==> src/rtl/alu_pkg.sv <==
// Shared types for the ALU result collector: IRQ FSM states, the FIFO entry
// layout, and the ALU data width.
package alu_pkg;

  localparam int DATA_W = 8;

  typedef enum logic [1:0] {
    IDLE,
    CLEAR,
    WAIT
  } irq_state_e;

  typedef struct packed {
    logic              irq;
    logic [DATA_W-1:0] data;
  } entry_t;

  localparam int ENTRY_W = $bits(entry_t);

endpackage

==> src/rtl/sync_fifo.sv <==
// Single-clock FIFO with a show-ahead head. A pop is only honoured when
// non-empty, and a push is only honoured when not full or popping in the same cycle.
module sync_fifo #(
  parameter int WIDTH = 9,
  parameter int DEPTH = 8
) (
  input  logic                     clk,
  input  logic                     rst_n,
  input  logic                     push_i,
  input  logic [WIDTH-1:0]         wdata_i,
  input  logic                     pop_i,
  output logic [WIDTH-1:0]         rdata_o,
  output logic                     empty_o,
  output logic                     full_o,
  output logic [$clog2(DEPTH):0]   count_o
);

  localparam int AW = $clog2(DEPTH);
  localparam int CW = AW + 1;

  logic [WIDTH-1:0] mem_q [DEPTH];
  logic [AW-1:0]    wr_ptr_q, wr_ptr_d;
  logic [AW-1:0]    rd_ptr_q, rd_ptr_d;
  logic [CW-1:0]    count_q, count_d;
  logic             do_push, do_pop;

  assign empty_o = (count_q == '0);
  assign full_o  = (count_q == CW'(DEPTH));
  assign count_o = count_q;
  assign do_pop  = pop_i & ~empty_o;
  assign do_push = push_i & (~full_o | do_pop);
  assign rdata_o = empty_o ? '0 : mem_q[rd_ptr_q];

  // DEPTH is a power of two, so the pointers wrap by natural overflow.
  always_comb begin
    wr_ptr_d = wr_ptr_q;
    rd_ptr_d = rd_ptr_q;
    count_d  = count_q;
    if (do_push) wr_ptr_d = wr_ptr_q + AW'(1);
    if (do_pop)  rd_ptr_d = rd_ptr_q + AW'(1);
    case ({do_push, do_pop})
      2'b10:   count_d = count_q + CW'(1);
      2'b01:   count_d = count_q - CW'(1);
      default: count_d = count_q;
    endcase
  end

  always_ff @(posedge clk or negedge rst_n) begin
    if (!rst_n) begin
      wr_ptr_q <= '0;
      rd_ptr_q <= '0;
      count_q  <= '0;
    end else begin
      wr_ptr_q <= wr_ptr_d;
      rd_ptr_q <= rd_ptr_d;
      count_q  <= count_d;
    end
  end

  always_ff @(posedge clk) begin
    if (do_push) mem_q[wr_ptr_q] <= wdata_i;
  end

endmodule

==> src/rtl/alu_result_collector.sv <==
// Captures ALU results one cycle after alu_enable into a tagged FIFO, and
// services the ALU interrupt with a clear pulse that retries while it stays high.
module alu_result_collector
  import alu_pkg::*;
#(
  parameter int DEPTH     = 8,
  parameter int CLR_RETRY = 4
) (
  input  logic                   clk,
  input  logic                   rst_n,
  input  logic                   alu_enable,
  input  logic [DATA_W-1:0]      alu_out,
  input  logic                   alu_irq,
  output logic                   alu_irq_clr,
  input  logic                   rd_en,
  output logic [ENTRY_W-1:0]     rd_data,
  output logic                   empty,
  output logic                   full,
  output logic [$clog2(DEPTH):0] count,
  output logic                   overflow,
  input  logic                   ovf_clr,
  output logic [7:0]             irq_count
);

  localparam int RW = $clog2(CLR_RETRY) + 1;

  function automatic logic [7:0] sat_inc8(input logic [7:0] v);
    return (v == 8'hFF) ? v : v + 8'd1;
  endfunction

  logic       en_d1_q;
  logic       overflow_q, overflow_d;
  logic       capture, drop;
  entry_t     wr_entry;

  irq_state_e    state_q, state_d;
  logic [RW-1:0] retry_q, retry_d;
  logic [7:0]    irq_count_q, irq_count_d;
  logic          alu_irq_clr_q;

  // Capture path: the result is valid the cycle after the enable.
  assign capture        = en_d1_q;
  assign drop           = capture & full & ~rd_en;
  assign wr_entry.irq   = alu_irq;
  assign wr_entry.data  = alu_out;
  assign overflow_d     = (overflow_q & ~ovf_clr) | drop;

  sync_fifo #(
    .WIDTH (ENTRY_W),
    .DEPTH (DEPTH)
  ) u_fifo (
    .clk     (clk),
    .rst_n   (rst_n),
    .push_i  (capture),
    .wdata_i (wr_entry),
    .pop_i   (rd_en),
    .rdata_o (rd_data),
    .empty_o (empty),
    .full_o  (full),
    .count_o (count)
  );

  always_ff @(posedge clk or negedge rst_n) begin
    if (!rst_n) begin
      en_d1_q    <= 1'b0;
      overflow_q <= 1'b0;
    end else begin
      en_d1_q    <= alu_enable;
      overflow_q <= overflow_d;
    end
  end

  // IRQ servicing: WAIT lasts CLR_RETRY cycles before re-pulsing.
  always_comb begin
    state_d     = state_q;
    retry_d     = retry_q;
    irq_count_d = irq_count_q;
    case (state_q)
      IDLE: begin
        if (alu_irq) begin
          state_d     = CLEAR;
          irq_count_d = sat_inc8(irq_count_q);
        end
      end
      CLEAR: begin
        state_d = WAIT;
        retry_d = '0;
      end
      WAIT: begin
        if (!alu_irq) begin
          state_d = IDLE;
        end else if (retry_q == RW'(CLR_RETRY - 1)) begin
          state_d = CLEAR;
        end else begin
          retry_d = retry_q + RW'(1);
        end
      end
      default: state_d = IDLE;
    endcase
  end

  always_ff @(posedge clk or negedge rst_n) begin
    if (!rst_n) begin
      state_q       <= IDLE;
      retry_q       <= '0;
      irq_count_q   <= 8'h00;
      alu_irq_clr_q <= 1'b0;
    end else begin
      state_q       <= state_d;
      retry_q       <= retry_d;
      irq_count_q   <= irq_count_d;
      alu_irq_clr_q <= (state_d == CLEAR);
    end
  end

  assign alu_irq_clr = alu_irq_clr_q;
  assign overflow    = overflow_q;
  assign irq_count   = irq_count_q;

endmodule

==> config.mk <==
export PLATFORM = sky130hd
export DESIGN_NAME = alu_result_collector
export DESIGN_NICKNAME = d
export VERILOG_FILES = /design/src/rtl/alu_pkg.sv /design/src/rtl/sync_fifo.sv /design/src/rtl/alu_result_collector.sv
export SDC_FILE = /design/constraint.sdc
export NUM_CORES = 1
export LEC_CHECK = 0
export BUFFER_PORTS_ARGS = -buffer_cell sky130_fd_sc_hd__buf_2
export CORE_MARGIN = 5
export CORE_UTILIZATION = 62
export CTS_CLUSTER_DIAMETER = 100
export DETAILED_ROUTE_END_ITERATION = 12
export HOLD_SLACK_MARGIN = 0.05
export PLACE_DENSITY = 0.91
export SYNTH_ARGS = -nofsm -noshare
export SYNTH_HDL_FRONTEND = slang
export SYNTH_HIERARCHICAL = 1
export SYNTH_SLANG_ARGS = --single-unit
==> constraint.sdc <==
create_clock -name clk -period 6.2 [get_ports clk]
set_clock_uncertainty 0.2 [all_clocks]
set_input_delay 0.93 -clock clk [delete_from_list [all_inputs] [get_ports clk]]
set_output_delay 0.93 -clock clk [all_outputs]
set_load 0.01 [all_outputs]
== After elaboration in Yosys (flattened, before gate mapping) ==
Memories as Yosys holds them, arrays and structs flattened.
Cells that the tools add are included.
Storage, ports and cells
  output and inout port bits: 25
  flip-flop bits (word level): 26
  input port bits: 14
  memory bits (writable): 72
  word-level logic and storage cells: 55
  memories kept: 1
Cells by class
  bitwise gates (word level): 12
  $add $sub $neg: 6
  equal/unequal tests: 10
  reduce and logical (&&, ||, !) cells: 6
  multiplexer cells: 11
Memory list
  u_fifo.mem_q: depth 8, width 9, rd ports 1, clocked after memory_dff 0, wr ports 1, line sync_fifo.sv:21  | logic [WIDTH-1:0] mem_q [DEPTH];
Operators by type and width (count)
  adder 3 x 1 -> 3 bit, second input constant: 3
  two-way mux 9 bit: 1
  adder 8 x 1 -> 8 bit, second input constant: 1
  == test 8 bit, second input constant: 1
  case mux 4 bit (2 select lines): 1
  == test 2 x 1 -> 1 bit, second input constant: 3
  two-way mux 2 bit: 3
  two-way mux 3 bit: 2
  case mux 2 bit (3 select lines): 1
  case mux 3 bit (2 select lines): 1
  AND reduction 3 bit: 2
  AND 1 bit: 5
  NOT 1 bit: 5
  adder 4 x 1 -> 4 bit, second input constant: 1
  == test 2 bit, second input constant: 2
  == test 4 bit, second input constant: 1
  zero test 4 bit: 1
  inequality test 2 bit, second input constant: 2
  nonzero test 2 bit: 2
  subtractor 4 x 1 -> 4 bit, second input constant: 1
  == test 3 x 2 -> 1 bit, second input constant: 1
  zero test 2 bit: 1
  two-way mux 1 bit: 2
  bitwise OR 1 bit: 2

== Longest topological paths before layout ==
Gate-level depths: netlist (run 1).
  depth after elaboration: 7
  gate-level depth with buffers: 10
  mapped depth without buffers: 9

== Hierarchy ==
The synthesis (run 1) kept the hierarchy.
By module, submodules not included
  sync_fifo: instances 1, cells an instance 178, seq. area each 2412.3 sq um, area an instance 3380.7 sq um
  alu_result_collector: instances 1, cells an instance 66, seq. area each 400.4 sq um, area an instance 789.5 sq um

== Worst setup path before layout (run 1) ==
No wires, ideal clock.
  kind: reg2out
  start point: register u_fifo.rd_ptr_q[0]
  end point: output port rd_data[0]
  arrival time: 1.565 ns
  stages on the path, launching flop included: 6
  path slack: 3.505 ns
  data required time: 5.070 ns
  buffers on the path: 2
  cell sequence: dfrtp_1 -> buf_2 -> buf_4 -> mux4_2 -> mux2i_1 -> nor2_1
Between the ends
  longest elaborated chain between the ends: 2
Ends and longest elaborated chain
  start: declaration: line sync_fifo.sv:23  | logic [AW-1:0] rd_ptr_q, rd_ptr_d;
  start signal: assignment: line sync_fifo.sv:55  | rd_ptr_q <= rd_ptr_d;
  memory (8 x 9 bit)
  two-way mux 9 bit: line sync_fifo.sv:32  | assign rdata_o = empty_o ? '0 : mem_q[rd_ptr_q];
  end: declaration: line alu_result_collector.sv:16  | output logic [ENTRY_W-1:0] rd_data,
No other way between the ends.

== Worst setup path after layout (run 1) ==
  start point: register u_fifo.rd_ptr_q[0]
  end point: output port rd_data[7]
The elaborated chain is that of the path after synthesis.

==> run_results.csv, run 1 <==
group,metric,value,unit
floorplan,core,6459,µm²
routing,vias,2265,
floorplan,num_rows,29,
worst_hold_path,hold_start,"retry_q[2]$_DFFE_PN0P_",
cells_and_area,antenna_cells,0,
floorplan,die_h,92.02,µm
worst_hold_path,min_path_cells,1,
yosys,synth_top_area_share,51.85,%
cells_and_area,final_cell_mix,"edfxtp_1 (72), buf_2 (38), dfrtp_1 (26)",
floorplan,initial_core_util,64.57,%
floorplan,io_pins,39,
global_routing,grt_pass1_wl,12020,µm
cells_and_area,area_delta_synth_final,10.59,%
yosys,synth_edf_count,72,
setup_path,r2r_slack,3.20,ns
place,io_buffers,38,
pwr,switchingPower,736.8,µW
global_routing,grt_pass1_vias,2339,
setup_path,end_kind,"output pin",
yosys,synth_area_leaders,"edfxtp_1 (52%), dfrtp_1 (16%), mux4_2 (9.7%)",
clock_tree,post_cts_resized,0,
clock_tree,clkSlewWorstSetupHoldPaths,0.09,ns
yosys,synth_top_area_cell,"edfxtp_1",
cells_and_area,fin_nets,309,
place,gp_congestion,0.7996,
cells_and_area,nFillCells,404,
pwr,power.total,2.098,mW
run,max_cap_viol_count,0,
timing,setup_tns,0,ns
pwr,p_leak,1.764,nW
timing,hold_viol,0,
yosys,synthCells,244,
setup_path,crit_type,"reg2out",
routing,first_pass_iters,4,
pwr,intPower,1.361,mW
clock_tree,cts_buffer_depth,2,
global_routing,grt_start_max_net_pins,27,
floorplan,die_x,92.02,µm
worst_hold_path,hold_end,"retry_q[2]$_DFFE_PN0P_",
setup_path,worstSetupStartpointType,"flip-flop",
clock_tree,cts_root_buf,"clkbuf_8",
setup_path,r2r_end,"u_fifo/count_o[3]$_DFFE_PN0P_",
place,dpl.hpwl,4853,µm
setup_path,cp_max_fo,13,
setup_path,r2r-start,"u_fifo/count_o[1]$_DFFE_PN0P_",
run_status,status,"finished, final reports clean",
cells_and_area,final_common_cell,"edfxtp_1",
setup_path,worstPathRequired,5.07,ns
routing,drt-total-wl,7480,µm
timing,fmax,293.4,MHz
timing,grt_setup_unrepaired,"no",
yosys,synth_flop_cell,"edfxtp_1",
routing,ant_nets,0,
cells_and_area,fin_cells,369,
routing,viasPerCell,6.138,
setup_path,arrival,2.28,ns
timing,min_period,3.409,ns
yosys,ys_ff_latch,98,
global_routing,antenna_found_initial,1,
clock_tree,cts_tree,"done",
timing,tightest_slew,1.015,ns
clock_tree,cts_htree_levels,3,
yosys,syn-num-nets,266,
clock_tree,post_cts_buffers,0,
global_routing,overflow,0,
yosys,synth_seq_area_share,67.45,%
yosys,synth_async_sr_flop_share,26.53,%
cells_and_area,drive_gt1_share,29.45,%
timing,slew_violations,0,
pwr,p_per_area,455.0,nW/µm²
clock_tree,clkLatencyLatePin,0.36,ns
clock_tree,cts_sinks,98,
routing,drc,0,
worst_hold_path,hold_class,"reg2reg",
yosys,yosysUniqueCellTypes,49,
pwr,seqPwrFrac,48.0,%
clock_tree,cts_made_buffers,9,
yosys,synth_area_per_cell,17.09,µm²
place,placedCellCount,353,
setup_path,reg2reg_depth,9,
global_routing,grt.total_usage,19.10,%
floorplan,die_area,8467,µm²
timing,final.period_utilization,54.98,%
yosys,ys.warnings.count,6,
pwr,clkPwrFrac,18.0,%
timing,setup_viol,0,
routing,drt_iter0_markers,182,
pwr,combPwrFrac,34.0,%
yosys,syn_area,4170,µm²
timing,relSlewSlack,32.10,%
pwr,swShare,35.11,%
clock_tree,cts_hold_buffers,0,
routing,post_drt_wl_per_cell,20.27,µm
pwr,ir_drop,0.2478,mV
-- critical path: stages, from the launching register on --
cell	delay (ns)
dfrtp_1	0.64
buf_4	0.35
mux4_2	0.56
mux2i_1	0.15
nor2_1	0.05
buf_2	0.16
-- area by class of cell --
cell class	instances	area, µm²	share of cell area [%]
sequential	98	2813	60.99
multi-input combinational	125	1267	27.48
timing repair buffer	39	197.7	4.287
clock buffer	9	123.9	2.686
tap	77	96.34	2.089
clock inverter	7	61.31	1.329
inverter	14	52.55	1.139
-- routing by layer --
metal / share of wire [%] / GRT usage, %
met1: 42 / 24.80
met2: 52 / 31.87
met3: 4.1 / 3.273
met4: 1.8 / 8.663
met5: 0.094 / 0
-- metrics by stage --
stage | setup slack, ns | area, µm² | hold slack, ns | utilization [%]
3_5_place_dp | 3.122 | 4427 | 0.2997 | 68.54
6_report | 2.791 | 4612 | 0.3199 | 71.41
4_1_cts | 2.734 | 4612 | 0.3244 | 71.41
5_1_grt | 2.597 | 4612 | 0.3388 | 71.41
3_3_place_gp | 3.157 | 4427 | 0.2884 | 68.54
2_1_floorplan | 3.505 | 4170 | 0.2729 | -
-- cells in the mapped netlist, drive strengths merged, types with 4 or more instances --
| master | number |
|---|---|
| nor2 | 19 |
| nand2b | 4 |
| edfxtp | 72 |
| ha | 7 |
| mux4 | 18 |
| nand2 | 5 |
| o22ai | 4 |
| xnor2 | 8 |
| mux2i | 12 |
| buf | 5 |
| mux2 | 5 |
| dfrtp | 26 |
| inv | 14 |
-- cells by family after synthesis --
family / share of synthesized area, %
mux: 14.22
buf+inv: 2.400
simple gates: 5.641
fa+ha+maj: 2.580
flops: 67.45
xor+xnor: 2.310
compound gates: 5.401
-- power by group through the flow --
stage / sequential [mW] / clock, mW / combinational (mW)
after floorplan: 0.951 / 0 / 0.556
after global placement: 1.01 / 0 / 0.681
after detailed placement: 1.02 / 0 / 0.714
after CTS: 1.01 / 0.386 / 0.722
after global routing: 1.03 / 0.415 / 0.778
final: 1.01 / 0.377 / 0.713
-- flip-flops by register name (all words and copies together) (netlist names) --
| name | flops |
|---|---|
| u_fifo/mem_q | 72 |
| overflow | 1 |
| alu_irq_clr | 1 |
| capture | 1 |
| irq_count | 8 |
| u_fifo/rd_ptr_q | 3 |
| u_fifo/count_o | 4 |
| state_q | 2 |
| retry_q | 3 |
| u_fifo/wr_ptr_q | 3 |
-- worst max-delay path by stage --
stage | cells past startpoint | slack, ns | endpoint | from
after global placement | 5 | 3.16 | rd_data[6] | u_fifo/rd_ptr_q[0]$_DFFE_PN0N_
after CTS | 5 | 2.73 | rd_data[7] | u_fifo/rd_ptr_q[0]$_DFFE_PN0N_
after floorplan | 5 | 3.50 | rd_data[0] | u_fifo/rd_ptr_q[0]$_DFFE_PN0N_
final | 5 | 2.79 | rd_data[7] | u_fifo/rd_ptr_q[0]$_DFFE_PN0N_
after global routing | 5 | 2.60 | rd_data[7] | u_fifo/rd_ptr_q[0]$_DFFE_PN0N_
after detailed placement | 5 | 3.12 | rd_data[7] | u_fifo/rd_ptr_q[0]$_DFFE_PN0N_
Power figures use the tool's default switching activity.
==> run 2: changes to the inputs <==
--- a/config.mk
+++ b/config.mk
@@ -7,11 +7,11 @@
 export LEC_CHECK = 0
 export BUFFER_PORTS_ARGS = -buffer_cell sky130_fd_sc_hd__buf_2
 export CORE_MARGIN = 5
-export CORE_UTILIZATION = 62
+export CORE_UTILIZATION = 59
 export CTS_CLUSTER_DIAMETER = 100
 export DETAILED_ROUTE_END_ITERATION = 12
 export HOLD_SLACK_MARGIN = 0.05
-export PLACE_DENSITY = 0.91
+export PLACE_DENSITY = 0.87
 export SYNTH_ARGS = -nofsm -noshare
 export SYNTH_HDL_FRONTEND = slang
 export SYNTH_HIERARCHICAL = 1
==> constraint.sdc (replaced) <==
create_clock -name clk -period 3.15 [get_ports clk]
set_clock_uncertainty 0.2 [all_clocks]
set_input_delay 0.4725 -clock clk [delete_from_list [all_inputs] [get_ports clk]]
set_output_delay 0.4725 -clock clk [all_outputs]
set_load 0.01 [all_outputs]
==> run_results.csv, run 2 (synthesis results as in run 1) <==
group,metric,value,unit
clock_tree,clkSlewWorstSetupHoldPaths,0.09,ns
clock_tree,post_cts_buffers,0,
clock_tree,clkLatencyLatePin,0.36,ns
global_routing,grtUsageMet3,4.327,%
timing,final.period_utilization,88.63,%
setup_path,worstPathRequired,2.48,ns
clock_tree,cts_buffer_depth,2,
run,max_cap_viol_count,0,
timing,setup_viol,0,
cells_and_area,largest_reg_flops,72,
cells_and_area,drive_gt1_share,31.25,%
setup_path,reg2reg_depth,9,
timing,tightest_slew,0.7358,ns
global_routing,grt_use_met2,31.16,%
global_routing,antenna_found_initial,0,
global_routing,grt_start_max_net_pins,27,
cells_and_area,final_cell_mix,"edfxtp_1 (72), buf_2 (38), dfrtp_1 (26)",
pwr,p_leak,1.827,nW
setup_path,end_kind,"output pin",
setup_path,cp_max_fo,10,
timing,hold_viol,0,
clock_tree,cts_sinks,98,
clock_tree,cts_htree_levels,3,
setup_path,r2r-start,"u_fifo/count_o[1]$_DFFE_PN0P_",
worst_hold_path,hold_class,"in2reg",
timing,fmax,358.2,MHz
floorplan,die_area,8849,µm²
cells_and_area,fin_nets,321,
timing,grt_setup_unrepaired,"no",
place,io_buffers,38,
setup_path,r2r_end,"u_fifo/count_o[3]$_DFFE_PN0P_",
routing,drt-total-wl,7475,µm
routing,drt_iter0_markers,144,
global_routing,grt_pass1_vias,2328,
cells_and_area,top_register,"u_fifo/mem_q",
routing,viasPerCell,5.635,
global_routing,grt_pass1_wl,12030,µm
timing,setup_tns,0,ns
cells_and_area,final_common_cell,"edfxtp_1",
setup_path,worstSetupStartpointType,"flip-flop",
setup_path,arrival,2.12,ns
global_routing,top_usage_layer,"met2",
pwr,ir_drop,0.3945,mV
cells_and_area,nFillCells,461,
cells_and_area,antenna_cells,0,
floorplan,io_pins,39,
clock_tree,cts_made_buffers,9,
pwr,p_per_area,892.8,nW/µm²
setup_path,crit_type,"reg2out",
floorplan,core,6832,µm²
routing,first_pass_iters,4,
clock_tree,cts_root_buf,"clkbuf_8",
floorplan,die_x,94.07,µm
setup_path,r2r_slack,0.44,ns
floorplan,num_rows,30,
timing,setup_ws,0.3580,ns
timing,relSlewSlack,50.57,%
run_status,status,"finished, final reports clean",
setup_path,crit_start,"u_fifo/count_o[1]$_DFFE_PN0P_",
global_routing,overflow,0,
global_routing,grt.total_usage,18.61,%
clock_tree,cts_tree,"done",
routing,vias,2254,
timing,min_period,2.792,ns
floorplan,die_h,94.07,µm
setup_path,endpoint,"rd_data[8]",
routing,post_drt_wl_per_cell,18.69,µm
routing,drc,0,
cells_and_area,fin_area,4737,µm²
clock_tree,post_cts_resized,0,
timing,slew_violations,0,
place,placed_area,4516,µm²
routing,ant_nets,0,
cells_and_area,final_util,69.34,%
place,pre_cts_slack,0.4736,ns
cells_and_area,area_delta_synth_final,13.59,%
place,dpl.hpwl,5065,µm
global_routing,met1_usage,24.29,%
floorplan,initial_core_util,61.04,%
place,gp_congestion,0.8092,
## run 2: worst min path at each step
| stage | start | to | slack, ns | cells after the start |
|---|---|---|---|---|
| 2_1_floorplan | rst_n | alu_irq_clr$_DFF_PN0_ | -0.02 | 0 |
| 3_3_place_gp | retry_q[2]$_DFFE_PN0P_ | retry_q[2]$_DFFE_PN0P_ | 0.29 | 1 |
| 3_5_place_dp | retry_q[2]$_DFFE_PN0P_ | retry_q[2]$_DFFE_PN0P_ | 0.29 | 1 |
| 4_1_cts | ovf_clr | overflow$_DFF_PN0_ | 0.07 | 2 |
| 5_1_grt | ovf_clr | overflow$_DFF_PN0_ | 0.09 | 2 |
| 6_report | ovf_clr | overflow$_DFF_PN0_ | 0.09 | 2 |
## run 2: layout make-up
| cell class | instances | area (µm²) | share of cell area, % |
|---|---|---|---|
| inverter | 14 | 52.55 | 1.109 |
| clock inverter | 7 | 77.57 | 1.638 |
| sequential | 98 | 2813 | 59.38 |
| timing repair buffer | 51 | 292.8 | 6.181 |
| multi-input combinational | 125 | 1257 | 26.55 |
| clock buffer | 9 | 123.9 | 2.615 |
| tap | 96 | 120.1 | 2.536 |
## run 2: stage by stage
| stage | hold slack [ns] | total power, mW | std cells |
|---|---|---|---|
| finish | 0.08727 | 4.229 | 400 |
| global route | 0.09090 | 4.483 | 400 |
| detailed placement | 0.2908 | 3.451 | 382 |
| CTS | 0.07493 | 4.264 | 400 |
| global placement | 0.2895 | 3.382 | 382 |
| floorplan | -0.02309 | 2.966 | 244 |
## run 2: worst max-delay path, stage by stage, from the launching register on
cell	delay (ns)
dfrtp_1	0.42
or3_1	0.41
buf_4	0.18
nor2_2	0.45
nor2_1	0.14
buf_2	0.17
## run 2: where the power goes
part           total [mW]  internal, mW  switching (mW)
combinational        1.50         0.745           0.750
clock               0.812         0.374           0.438
sequential           1.92          1.67           0.254
total                4.23          2.79            1.44
## run 2: metal layers
layer | part of all wire, % | wire (µm)
met4 | 1.1 | 85
met2 | 53 | 3937
met3 | 4.0 | 298
met5 | 0 | 0
met1 | 42 | 3154
## run 2: repair_timing
item,CTS,global route
endpoints found under the hold margin,27,0
setup endpoints to repair,0,0
hold buffers,2,0
==> run 3: changes to the inputs <==
--- a/config.mk
+++ b/config.mk
@@ -7,11 +7,11 @@
 export LEC_CHECK = 0
 export BUFFER_PORTS_ARGS = -buffer_cell sky130_fd_sc_hd__buf_2
 export CORE_MARGIN = 5
-export CORE_UTILIZATION = 59
+export CORE_UTILIZATION = 45
 export CTS_CLUSTER_DIAMETER = 100
 export DETAILED_ROUTE_END_ITERATION = 12
 export HOLD_SLACK_MARGIN = 0.05
-export PLACE_DENSITY = 0.87
+export PLACE_DENSITY = 0.71
 export SYNTH_ARGS = -nofsm -noshare
 export SYNTH_HDL_FRONTEND = slang
 export SYNTH_HIERARCHICAL = 1
==> run_results.csv, run 3 (synthesis results as in run 1) <==
group,metric,value,unit
run_status,status,"finished, final reports clean",
timing,tightest_slew,0.7298,ns
global_routing,antenna_found_initial,0,
pwr,switchingPower,1.426,mW
routing,drc,0,
clock_tree,cts_sinks,98,
setup_path,end_kind,"output pin",
timing,hold_viol,0,
floorplan,die_h,106.3,µm
cells_and_area,antenna_cells,0,
timing,relSlewSlack,50.97,%
cells_and_area,final_common_cell,"edfxtp_1",
clock_tree,cts_hold_buffers,2,
pwr,ir_drop,0.6047,mV
setup_path,worstPathRequired,2.48,ns
setup_path,r2r_end,"u_fifo/count_o[3]$_DFFE_PN0P_",
clock_tree,clkLatencyLatePin,0.35,ns
place,gp_congestion,0.8171,
global_routing,grt.total_usage,13.85,%
cells_and_area,drive_gt1_share,30.92,%
routing,viasPerCell,5.383,
clock_tree,clkSlewWorstSetupHoldPaths,0.09,ns
cells_and_area,area_delta_synth_final,13.56,%
timing,fmax,354.4,MHz
clock_tree,cts_buffer_depth,2,
cells_and_area,fin_nets,321,
floorplan,core,9153,µm²
global_routing,overflow,0,
timing,holdWs,0.09965,ns
floorplan,initial_core_util,45.56,%
timing,min_period,2.821,ns
setup_path,reg2reg_depth,9,
timing,setup_tns,0,ns
run,max_cap_viol_count,0,
pwr,p_leak,1.817,nW
place,io_buffers,38,
routing,ant_nets,0,
setup_path,r2r-start,"u_fifo/count_o[1]$_DFFE_PN0P_",
place,dpl.hpwl,4723,µm
setup_path,slowest_delay,0.45,ns
worst_hold_path,min_path_cells,2,
global_routing,grt_pass1_vias,2263,
clock_tree,post_cts_buffers,0,
cells_and_area,largest_reg_flops,72,
global_routing,grt_start_max_net_pins,27,
routing,drt_iter0_markers,92,
worst_hold_path,hold_class,"in2reg",
pwr,combPwrFrac,36.1,%
pwr,seqPwrFrac,45.9,%
floorplan,die_x,106.3,µm
clock_tree,cts_made_buffers,9,
clock_tree,cts_root_buf,"clkbuf_8",
pwr,clkPwrFrac,17.9,%
setup_path,cp_max_fo,10,
floorplan,num_rows,35,
setup_path,crit_type,"reg2out",
clock_tree,cts_tree,"done",
clock_tree,post_cts_resized,0,
global_routing,grt_pass1_wl,11980,µm
routing,vias,2234,
setup_path,r2r_slack,0.43,ns
clock_tree,cts_htree_levels,3,
setup_path,worstSetupStartpointType,"flip-flop",
timing,setup_viol,0,
pwr,swShare,34.48,%
pwr,intPower,2.710,mW
routing,first_pass_iters,4,
setup_path,crit_path_top_delay_cell,"nor2_2",
cells_and_area,top_register,"u_fifo/mem_q",
setup_path,arrival,2.15,ns
setup_path,endpoint,"rd_data[8]",
routing,drt-total-wl,7261,µm
timing,final.period_utilization,89.57,%
pwr,p_per_area,873.5,nW/µm²
timing,grt_setup_unrepaired,"no",
timing,slew_violations,0,
floorplan,die_area,11290,µm²
cells_and_area,final_cell_mix,"edfxtp_1 (72), buf_2 (38), dfrtp_1 (26)",
setup_path,crit_start,"u_fifo/count_o[1]$_DFFE_PN0P_",
floorplan,io_pins,39,
setup_path,crit_chain,"or3_1, buf_4, nor2_2, nor2_1, buf_2",
routing,post_drt_wl_per_cell,17.50,µm
[run 3: cell types whose count changed in the layout (fill, tap and decap cells not counted)]
cell / delta
bufinv_16: -1
clkinv_1: +1
clkinv_2: -1
clkinv_4: -2
inv_6: +2
inv_8: +1
[run 3: worst min path at each step]
stage               slack [ns]              startpoint                endpoint
detailed placement        0.30  retry_q[2]$_DFFE_PN0P_  retry_q[2]$_DFFE_PN0P_
CTS                       0.09                 ovf_clr      overflow$_DFF_PN0_
global placement          0.29  retry_q[2]$_DFFE_PN0P_  retry_q[2]$_DFFE_PN0P_
finish                     0.1                 ovf_clr      overflow$_DFF_PN0_
floorplan                -0.02                   rst_n   alu_irq_clr$_DFF_PN0_
global route              0.10                 ovf_clr      overflow$_DFF_PN0_
[run 3: final cells by class]
| class | count | area, µm² |
|---|---|---|
| Clock buffer | 9 | 123.9 |
| Clock inverter | 7 | 57.56 |
| Fill cell | 746 | 4417 |
| Inverter | 14 | 52.55 |
| Multi-Input combinational cell | 125 | 1257 |
| Sequential cell | 98 | 2813 |
| Tap cell | 111 | 138.9 |
| Timing Repair Buffer | 51 | 292.8 |
[run 3: per-layer routing]
layer	up-vias	global-route usage (%)	wire length, µm
met1	1128	17.61	3100
met4	0	4.163	85
met2	42	23.71	3789
met5	-	0	0
met3	7	3.157	286
li1	1057	-	-
[run 3: power groups by stage]
stage	combinational (mW)	sequential, mW	clock (mW)
after CTS	1.53	1.90	0.758
final	1.49	1.90	0.741
after global placement	1.49	1.91	0
after floorplan	1.09	1.87	0
after detailed placement	1.52	1.93	0
after global routing	1.66	1.94	0.816
[run 3: stage by stage]
| stage | util [%] | setup slack [ns] | area, µm² | cells | power [mW] |
|---|---|---|---|---|---|
| after detailed placement | 49.54 | 0.4692 | 4534 | 397 | 3.450 |
| after floorplan | - | 0.4861 | 4170 | 244 | 2.966 |
| after global placement | 49.54 | 0.5562 | 4534 | 397 | 3.402 |
| after global routing | 51.74 | 0.2087 | 4736 | 415 | 4.419 |
| after CTS | 51.74 | 0.2829 | 4736 | 415 | 4.192 |
| final | 51.74 | 0.3286 | 4736 | 415 | 4.137 |
[run 3: worst max-delay path, delay by kind of cell, from the launching register on]
kind | cells | cell delay [ns]
buffers and inverters | 2 | 0.36
DFF | 1 | 0.42
and+or+nand+nor | 3 | 1.02
